--- config.mk ---
export PLATFORM = sky130hd
export DESIGN_NAME = if_id_fetch_stage_flat
export DESIGN_NICKNAME = d
export VERILOG_FILES = /design/src/rtl/if_id_fetch_stage_pkg.sv /design/src/rtl/if_id_fetch_stage_if.sv /design/src/rtl/if_id_fetch_stage_pc_register.sv /design/src/rtl/if_id_fetch_stage.sv /design/src/flat_wrapper.sv
export SDC_FILE = /design/constraint.sdc
export NUM_CORES = 1
export LEC_CHECK = 0
export BUFFER_PORTS_ARGS = -buffer_cell sky130_fd_sc_hd__buf_4
export CAP_MARGIN = 15
export CORE_ASPECT_RATIO = 0.8
export CORE_MARGIN = 1
export CORE_UTILIZATION = 35
export CTS_BUF_LIST = sky130_fd_sc_hd__clkbuf_4 sky130_fd_sc_hd__clkbuf_8
export DETAILED_ROUTE_END_ITERATION = 12
export PLACE_DENSITY_LB_ADDON = 0.25
export SYNTH_ARGS = -nofsm -noshare
export SYNTH_HDL_FRONTEND = slang
export SYNTH_SLANG_ARGS = --single-unit
--- constraint.sdc ---
create_clock -name i_clk -period 2 [get_ports i_clk]
set_input_delay 0.3 -clock i_clk [delete_from_list [all_inputs] [get_ports i_clk]]
set_output_delay 0.3 -clock i_clk [all_outputs]
set_load 0.1 [all_outputs]
--- src/rtl/if_id_fetch_stage_pkg.sv ---
// ============================================================================
// if_id_fetch_stage_pkg : shared fetch-stage constants, FSM states, helpers
// Rev 1.0
// ============================================================================
`default_nettype none

package if_id_fetch_stage_pkg;

   localparam int          XLEN        = 32;
   localparam logic [31:0] c_RESET_PC  = 32'h0000_0000;
   localparam logic [31:0] c_NOP_INSTR = 32'h0000_0000;  // sll $0,$0,0
   localparam logic [31:0] c_PC_STEP   = 32'd4;

   typedef enum logic [0:0] {
      ST_FETCH = 1'b0,
      ST_WAIT  = 1'b1
   } fetch_state_e;

   function automatic logic [XLEN-1:0] align_addr(input logic [XLEN-1:0] addr);
      return {addr[XLEN-1:2], 2'b00};
   endfunction

endpackage

`default_nettype wire

--- src/rtl/if_id_fetch_stage_if.sv ---
// ============================================================================
// if_id_fetch_stage_if : hazard/branch control, imem bus and IF/ID outputs
// Rev 1.0
// ============================================================================
`default_nettype none

interface if_id_fetch_stage_if;
   import if_id_fetch_stage_pkg::*;

   logic            i_stall;
   logic            i_PCSrc;
   logic [XLEN-1:0] i_BranchTarget;
   logic            i_imem_ready;
   logic [XLEN-1:0] i_imem_rdata;
   logic [XLEN-1:0] o_imem_addr;
   logic            o_imem_req;
   logic [XLEN-1:0] o_PC;
   logic [XLEN-1:0] o_PCplus4;
   logic [XLEN-1:0] o_Instr;
   logic            o_Valid;

   modport master (
      input  i_stall, i_PCSrc, i_BranchTarget, i_imem_ready, i_imem_rdata,
      output o_imem_addr, o_imem_req, o_PC, o_PCplus4, o_Instr, o_Valid
   );

   modport slave (
      output i_stall, i_PCSrc, i_BranchTarget, i_imem_ready, i_imem_rdata,
      input  o_imem_addr, o_imem_req, o_PC, o_PCplus4, o_Instr, o_Valid
   );

endinterface

`default_nettype wire

--- src/rtl/if_id_fetch_stage_pc_register.sv ---
// ============================================================================
// if_id_fetch_stage_pc_register : PC flop with redirect mux and +4 adder
// Rev 1.0
// ============================================================================
`default_nettype none

module if_id_fetch_stage_pc_register
   import if_id_fetch_stage_pkg::*;
#(
   parameter logic [31:0] RESET_PC = c_RESET_PC
) (
   input  logic            i_clk,
   input  logic            i_rstn,
   input  logic            i_load_en,
   input  logic            i_redirect,
   input  logic [XLEN-1:0] i_target,
   output logic [XLEN-1:0] o_pc,
   output logic [XLEN-1:0] o_pc_plus4
);

   logic [XLEN-1:0] r_pc;

   // Modulo-2^32 add: 32'hFFFF_FFFC wraps to zero.
   assign o_pc_plus4 = r_pc + c_PC_STEP;
   assign o_pc       = r_pc;

   always_ff @(posedge i_clk or negedge i_rstn) begin
      if (!i_rstn) begin
         r_pc <= align_addr(RESET_PC);
      end else if (i_redirect) begin
         r_pc <= align_addr(i_target);
      end else if (i_load_en) begin
         r_pc <= o_pc_plus4;
      end
   end

endmodule

`default_nettype wire

--- src/rtl/if_id_fetch_stage.sv ---
// ============================================================================
// if_id_fetch_stage : MIPS IF stage + IF/ID register; optional FETCH_PERF_CNT_EN
// Rev 1.0
// ============================================================================
`default_nettype none

module if_id_fetch_stage
   import if_id_fetch_stage_pkg::*;
#(
   parameter logic [31:0] RESET_PC  = c_RESET_PC,
   parameter logic [31:0] NOP_INSTR = c_NOP_INSTR
) (
   input  logic                 i_clk,
   input  logic                 i_rstn,
   if_id_fetch_stage_if.master  bus
`ifdef FETCH_PERF_CNT_EN
   ,
   output logic [31:0]          o_FetchCnt,
   output logic [31:0]          o_BubbleCnt
`endif
);

   logic [XLEN-1:0] w_pc;
   logic [XLEN-1:0] w_pc_plus4;
   logic            w_load_normal;
   logic            w_load_bubble;
   logic [XLEN-1:0] r_pcplus4;
   logic [XLEN-1:0] r_instr;
   logic            r_valid;
   fetch_state_e    r_state;
   fetch_state_e    w_state_next;

   // A flush overrides both a stall and an imem miss.
   assign w_load_normal = !bus.i_PCSrc && !bus.i_stall && bus.i_imem_ready;
   assign w_load_bubble = bus.i_PCSrc || (!bus.i_stall && !bus.i_imem_ready);

   if_id_fetch_stage_pc_register #(
      .RESET_PC   (RESET_PC)
   ) u_pc_register (
      .i_clk      (i_clk),
      .i_rstn     (i_rstn),
      .i_load_en  (w_load_normal),
      .i_redirect (bus.i_PCSrc),
      .i_target   (bus.i_BranchTarget),
      .o_pc       (w_pc),
      .o_pc_plus4 (w_pc_plus4)
   );

   assign bus.o_imem_addr = w_pc;
   assign bus.o_imem_req  = i_rstn;
   assign bus.o_PC        = w_pc;
   assign bus.o_PCplus4   = r_pcplus4;
   assign bus.o_Instr     = r_instr;
   assign bus.o_Valid     = r_valid;

   always_ff @(posedge i_clk or negedge i_rstn) begin
      if (!i_rstn) begin
         r_pcplus4 <= '0;
         r_instr   <= NOP_INSTR;
         r_valid   <= 1'b0;
      end else if (w_load_bubble) begin
         r_pcplus4 <= '0;
         r_instr   <= NOP_INSTR;
         r_valid   <= 1'b0;
      end else if (w_load_normal) begin
         r_pcplus4 <= w_pc_plus4;
         r_instr   <= bus.i_imem_rdata;
         r_valid   <= 1'b1;
      end
   end

   always_ff @(posedge i_clk or negedge i_rstn) begin
      if (!i_rstn) begin
         r_state <= ST_FETCH;
      end else begin
         r_state <= w_state_next;
      end
   end

   // After a redirect the new address is re-evaluated in FETCH next cycle.
   always_comb begin
      w_state_next = r_state;
      if (bus.i_PCSrc) begin
         w_state_next = ST_FETCH;
      end else if (!bus.i_stall) begin
         w_state_next = bus.i_imem_ready ? ST_FETCH : ST_WAIT;
      end
   end

`ifdef FETCH_PERF_CNT_EN
   logic [31:0] r_fetch_cnt;
   logic [31:0] r_bubble_cnt;

   always_ff @(posedge i_clk or negedge i_rstn) begin
      if (!i_rstn) begin
         r_fetch_cnt  <= '0;
         r_bubble_cnt <= '0;
      end else begin
         if (w_load_normal) r_fetch_cnt  <= r_fetch_cnt + 32'd1;
         if (w_load_bubble) r_bubble_cnt <= r_bubble_cnt + 32'd1;
      end
   end

   assign o_FetchCnt  = r_fetch_cnt;
   assign o_BubbleCnt = r_bubble_cnt;
`else
   // Counters absent in this build.
`endif

endmodule

`default_nettype wire

--- src/flat_wrapper.sv ---
// flat-port wrapper written by rule: the top's interface ports become plain ports
module if_id_fetch_stage_flat import if_id_fetch_stage_pkg::*;
#(
   parameter logic [31:0] RESET_PC  = c_RESET_PC,
   parameter logic [31:0] NOP_INSTR = c_NOP_INSTR
)
  (i_clk, i_rstn, bus_i_stall, bus_i_PCSrc, bus_i_BranchTarget, bus_i_imem_ready, bus_i_imem_rdata, bus_o_imem_addr, bus_o_imem_req, bus_o_PC, bus_o_PCplus4, bus_o_Instr, bus_o_Valid);
  if_id_fetch_stage_if bus_i ();
  input  logic i_clk;
  input  logic i_rstn;
  input wire logic [$bits(bus_i.i_stall)-1:0] bus_i_stall;
  input wire logic [$bits(bus_i.i_PCSrc)-1:0] bus_i_PCSrc;
  input wire logic [$bits(bus_i.i_BranchTarget)-1:0] bus_i_BranchTarget;
  input wire logic [$bits(bus_i.i_imem_ready)-1:0] bus_i_imem_ready;
  input wire logic [$bits(bus_i.i_imem_rdata)-1:0] bus_i_imem_rdata;
  output wire logic [$bits(bus_i.o_imem_addr)-1:0] bus_o_imem_addr;
  output wire logic [$bits(bus_i.o_imem_req)-1:0] bus_o_imem_req;
  output wire logic [$bits(bus_i.o_PC)-1:0] bus_o_PC;
  output wire logic [$bits(bus_i.o_PCplus4)-1:0] bus_o_PCplus4;
  output wire logic [$bits(bus_i.o_Instr)-1:0] bus_o_Instr;
  output wire logic [$bits(bus_i.o_Valid)-1:0] bus_o_Valid;
  assign bus_i.i_stall = bus_i_stall;
  assign bus_i.i_PCSrc = bus_i_PCSrc;
  assign bus_i.i_BranchTarget = bus_i_BranchTarget;
  assign bus_i.i_imem_ready = bus_i_imem_ready;
  assign bus_i.i_imem_rdata = bus_i_imem_rdata;
  assign bus_o_imem_addr = bus_i.o_imem_addr;
  assign bus_o_imem_req = bus_i.o_imem_req;
  assign bus_o_PC = bus_i.o_PC;
  assign bus_o_PCplus4 = bus_i.o_PCplus4;
  assign bus_o_Instr = bus_i.o_Instr;
  assign bus_o_Valid = bus_i.o_Valid;
  if_id_fetch_stage #(.RESET_PC(RESET_PC), .NOP_INSTR(NOP_INSTR)) u_core (.i_clk(i_clk), .i_rstn(i_rstn), .bus(bus_i));
endmodule
==> impl_metrics.tcl <==
set metrics [dict create \
    status "finished clean" \
    globalRoute.busiestLayer "met2" \
    final_area_um2 6380 \
    globalRouteTotalUtil 0.186 \
    worstSetupPathType "register to register" \
    setup_viol_count_final 0 \
    cp_top_family "simple AND/OR/NAND/NOR gates" \
    power_switching_w 0.00246 \
    max-clock-path-buffers 2 \
    grt_util_met3 0.0515 \
    power_w 0.00551 \
    cp.buffers_inverters 0 \
    met2_usage 0.297 \
    fp.dieH_um 105 \
    remaining_overflow_grt 0 \
    finalWeightedCongestion 0.744 \
    number_of_detailed_route_iterations_in_the_first_pass 4 \
    routed-via-count 3949 \
    cts.sink_count 93 \
    clock.fmax_ghz 0.542 \
    setup_repair_after_global_routing_missed_its_margin "no" \
    grt_max_degree 94 \
    synthesis.area_um2 4680 \
    floorplan.core_area_um2 13000 \
    cap_violations 0 \
    detail_route.wl_per_cell_um 15.8 \
    wire_length_of_the_first_global_routing_pass_mm 20.4 \
    crit_path_start_kind "register" \
    detail_route.wirelength_mm 12.8 \
    cts-htree-levels 3 \
    timing.critical_path.slowest_stage_cell "sky130_fd_sc_hd__dfrtp_4" \
    period_share 0.923 \
    worst_hold_slack_ns 0.131 \
    synthesized_instance_count 474 \
    synth_seq_area_share 0.497 \
    fp.dieArea_um2 13800 \
    postCtsSetupBuffers 0 \
    drt_iter0_drc 148 \
    ioPinCount 199 \
    cp.arrival_ns 2.09 \
    yosysTopAreaCell "sky130_fd_sc_hd__dfrtp_1" \
    clkLatencyLatePin_ns 0.36 \
    final_nets 697 \
    area_growth_syn_to_layout_pct 36.3 \
    max-slew-margin-rel 0.578 \
    starting_density 0.361 \
    postRouteAntennaNets 0 \
    chipWidth_um 131 \
    via_per_inst 4.89 \
    finClkSkew_ns 0.0101 \
    tritoncts.num_buffers 9 \
    num_rows 37 \
    synthDominantCellAreaShare 0.497 \
    syn_avg_cell_area_um2 9.87 \
    comb_power_share 0.362 \
    cp_cell_sequence "and4_1 -> nand3_2 -> nor4_1 -> xnor2_1 -> o21ai_1" \
    timing.hold.worst.class "primary input to register" \
    p_int_w 0.00305 \
    antenna_found_initial 0 \
    grt_pass1_vias 3886 \
    number_of_warnings_reported_in_the_yosys_synthesis_log 0 \
    drive_gt1_frac 0.413 \
    tritoncts "built" \
    finalHoldViolCount 0 \
    timing.final.crit_period_ns 1.85 \
    leakage_nw 2.93 \
    timing.setup.tns_ns 0 \
    timing_max_transition_violations_final 0 \
    route.detailed.drc 0 \
    post_dp_hpwl_mm 9.10 \
    worst_ir_drop_vdd_v 0.000613 \
    tightest_slew_ns 0.632 \
    critical_path_endpoint_category "register" \
    clockPowerShare 0.245 \
    insertedDiodeCount 0 \
    power_switching_share 0.447 \
    cp_data_required_time_ns 2.24 \
    cellPowerDensity_nw_per_um2 864 \
    synth_top_cells_by_area "sky130_fd_sc_hd__dfrtp_1, sky130_fd_sc_hd__xnor2_1, sky130_fd_sc_hd__a22o_1, sky130_fd_sc_hd__buf_4, sky130_fd_sc_hd__nand2_1" \
    clock_tree.root_cell "sky130_fd_sc_hd__clkbuf_8" \
    path_max_fanout 14 \
    share_seq_of_total_power 0.392 \
    place.port_buffers 190 \
    yosys_register_bits 93 \
    critical-path-max-stage-delay_ns 0.50 \
    use_met1 0.245 \
    placed_cell_area_um2 6150 \
    yosys.cell_types.count 33 \
    clk_pin_slew_ns 0.10 \
]
-- Yosys cell counts --
cell	number
sky130_fd_sc_hd__nand2_1	74
sky130_fd_sc_hd__and4bb_2	1
sky130_fd_sc_hd__nand4_2	2
sky130_fd_sc_hd__nor4_4	1
sky130_fd_sc_hd__o21ai_0	45
sky130_fd_sc_hd__nor4b_2	2
sky130_fd_sc_hd__nand3_1	17
sky130_fd_sc_hd__nand3_2	2
sky130_fd_sc_hd__buf_4	37
sky130_fd_sc_hd__dfrtp_1	93
sky130_fd_sc_hd__and2_1	4
sky130_fd_sc_hd__conb_1	1
sky130_fd_sc_hd__nor2b_1	3
sky130_fd_sc_hd__xor2_1	23
sky130_fd_sc_hd__o21ai_1	14
sky130_fd_sc_hd__a22o_1	33
sky130_fd_sc_hd__nor4_2	2
sky130_fd_sc_hd__ha_1	1
sky130_fd_sc_hd__buf_2	7
sky130_fd_sc_hd__or3_4	1
sky130_fd_sc_hd__and4_1	6
sky130_fd_sc_hd__nand4_1	10
sky130_fd_sc_hd__nor3_1	9
sky130_fd_sc_hd__mux2i_1	1
sky130_fd_sc_hd__nor4_1	5
sky130_fd_sc_hd__and3_1	3
sky130_fd_sc_hd__clkbuf_2	1
sky130_fd_sc_hd__xnor2_1	34
sky130_fd_sc_hd__nor2_1	15
sky130_fd_sc_hd__nand2b_1	2
sky130_fd_sc_hd__clkbuf_1	22
sky130_fd_sc_hd__inv_1	2
sky130_fd_sc_hd__buf_1	1
-- kinds of logic after synthesis --
logic type / after synthesis / synth area share
AND/OR/NAND/NOR: 159 / 0.178
flip-flops: 93 / 0.497
AO/OA/AOI/OAI: 92 / 0.125
buffers and inverters: 70 / 0.0880
XOR/XNOR: 57 / 0.107
adder cells (fa/ha/maj): 1 / 0.00267
other: 1 / 0.000801
multiplexers: 1 / 0.00214
-- worst reg2reg max path, cell delays in order (launching register included) --
cell                      delay, ns
sky130_fd_sc_hd__dfrtp_4       0.50
sky130_fd_sc_hd__and4_1        0.26
sky130_fd_sc_hd__nand3_2       0.29
sky130_fd_sc_hd__nor4_1        0.44
sky130_fd_sc_hd__xnor2_1       0.17
sky130_fd_sc_hd__o21ai_1       0.07
-- state kept, by name, summed over array words and instances (netlist names) --
signal,cells
u_core.bus.o_Valid,1
u_core.u_pc_register.o_pc,30
u_core.bus.o_PCplus4,30
u_core.bus.o_Instr,32
-- what timing repair did --
| item | in CTS | in global routing |
|---|---|---|
| endpoints found under the hold margin | 0 | 7 |
| setup endpoints to repair | 4 | 3 |
| hold buffers | 0 | 1 |
| resized for setup | 1 | 2 |
-- per-stage QoR --
stage	cells	worst slack, ns	util
3_5_place_dp	790	0.00158	0.474
2_1_floorplan	479	0.00287	-
3_3_place_gp	789	0.0824	0.472
4_1_cts	806	0.0886	0.491
6_report	807	0.153	0.492
5_1_grt	807	0.00880	0.492
-- power groups by stage --
stage / Combinational, W / Sequential, W / Clock (W)
after global placement: 0.00199 / 0.00219 / 0
final: 0.00200 / 0.00216 / 0.00135
after CTS: 0.00201 / 0.00216 / 0.00141
after floorplan: 0.000831 / 0.00294 / 0
after detailed placement: 0.00201 / 0.00220 / 0
after global routing: 0.00207 / 0.00218 / 0.00148
-- path summary, 6_finish.rpt --
path / to / slack [ns] / cells past startpoint / from
max in group asynchronous: u_core.u_pc_register.o_pc[14]$_DFFE_PN0P_ / 1.01 / 3 / i_rstn
max: u_core.u_pc_register.o_pc[23]$_DFFE_PN0P_ / 0.15 / 5 / u_core.u_pc_register.o_pc[11]$_DFFE_PN0P_
min reg2reg: u_core.bus.o_PCplus4[5]$_DFFE_PN0P_ / 0.50 / 2 / u_core.bus.o_PCplus4[5]$_DFFE_PN0P_
max reg2reg: u_core.u_pc_register.o_pc[23]$_DFFE_PN0P_ / 0.15 / 5 / u_core.u_pc_register.o_pc[11]$_DFFE_PN0P_
min in group asynchronous: u_core.bus.o_PCplus4[16]$_DFFE_PN0P_ / 0.50 / 3 / i_rstn
min: u_core.u_pc_register.o_pc[4]$_DFFE_PN0P_ / 0.13 / 3 / bus_i_BranchTarget[4]
-- placed cells by master (no fill, tap or decap), types with 2 or more instances in the layout --
master / count
sky130_fd_sc_hd__buf_4: 202
sky130_fd_sc_hd__nand2_1: 73
sky130_fd_sc_hd__dfrtp_1: 68
sky130_fd_sc_hd__o21ai_0: 45
sky130_fd_sc_hd__xnor2_1: 34
sky130_fd_sc_hd__a22o_1: 33
sky130_fd_sc_hd__xor2_1: 23
sky130_fd_sc_hd__dfrtp_2: 18
sky130_fd_sc_hd__nand3_1: 17
sky130_fd_sc_hd__nor2_1: 14
sky130_fd_sc_hd__o21ai_1: 14
sky130_fd_sc_hd__nand4_1: 10
sky130_fd_sc_hd__nor3_1: 9
sky130_fd_sc_hd__clkbuf_8: 9
sky130_fd_sc_hd__dfrtp_4: 7
sky130_fd_sc_hd__and4_1: 6
sky130_fd_sc_hd__conb_1: 6
sky130_fd_sc_hd__nor4_1: 5
sky130_fd_sc_hd__and3_1: 3
sky130_fd_sc_hd__and2_1: 3
sky130_fd_sc_hd__inv_8: 3
sky130_fd_sc_hd__nand2b_1: 2
sky130_fd_sc_hd__nor2b_1: 2
sky130_fd_sc_hd__inv_1: 2
sky130_fd_sc_hd__nand4_2: 2
sky130_fd_sc_hd__nand3_2: 2
sky130_fd_sc_hd__nor4b_2: 2
sky130_fd_sc_hd__nor4_2: 2
sky130_fd_sc_hd__clkinv_4: 2
-- layout make-up --
cell class / instances / area [um^2]
clock buffers: 9 / 124
multi-input cells: 316 / 1990
fillers: 1233 / 6590
well taps: 175 / 219
flip-flops and latches: 93 / 2380
clock inverters: 7 / 90.1
inverters: 2 / 7.51
repair buffers: 205 / 1570
-- routing by layer --
metal,part of all wire,up-vias
met1,0.44,1891
met2,0.47,153
met3,0.076,16
met5,0,-
met4,0.013,0
li1,-,1889
Note: power is estimated with default switching activity, not from simulation.
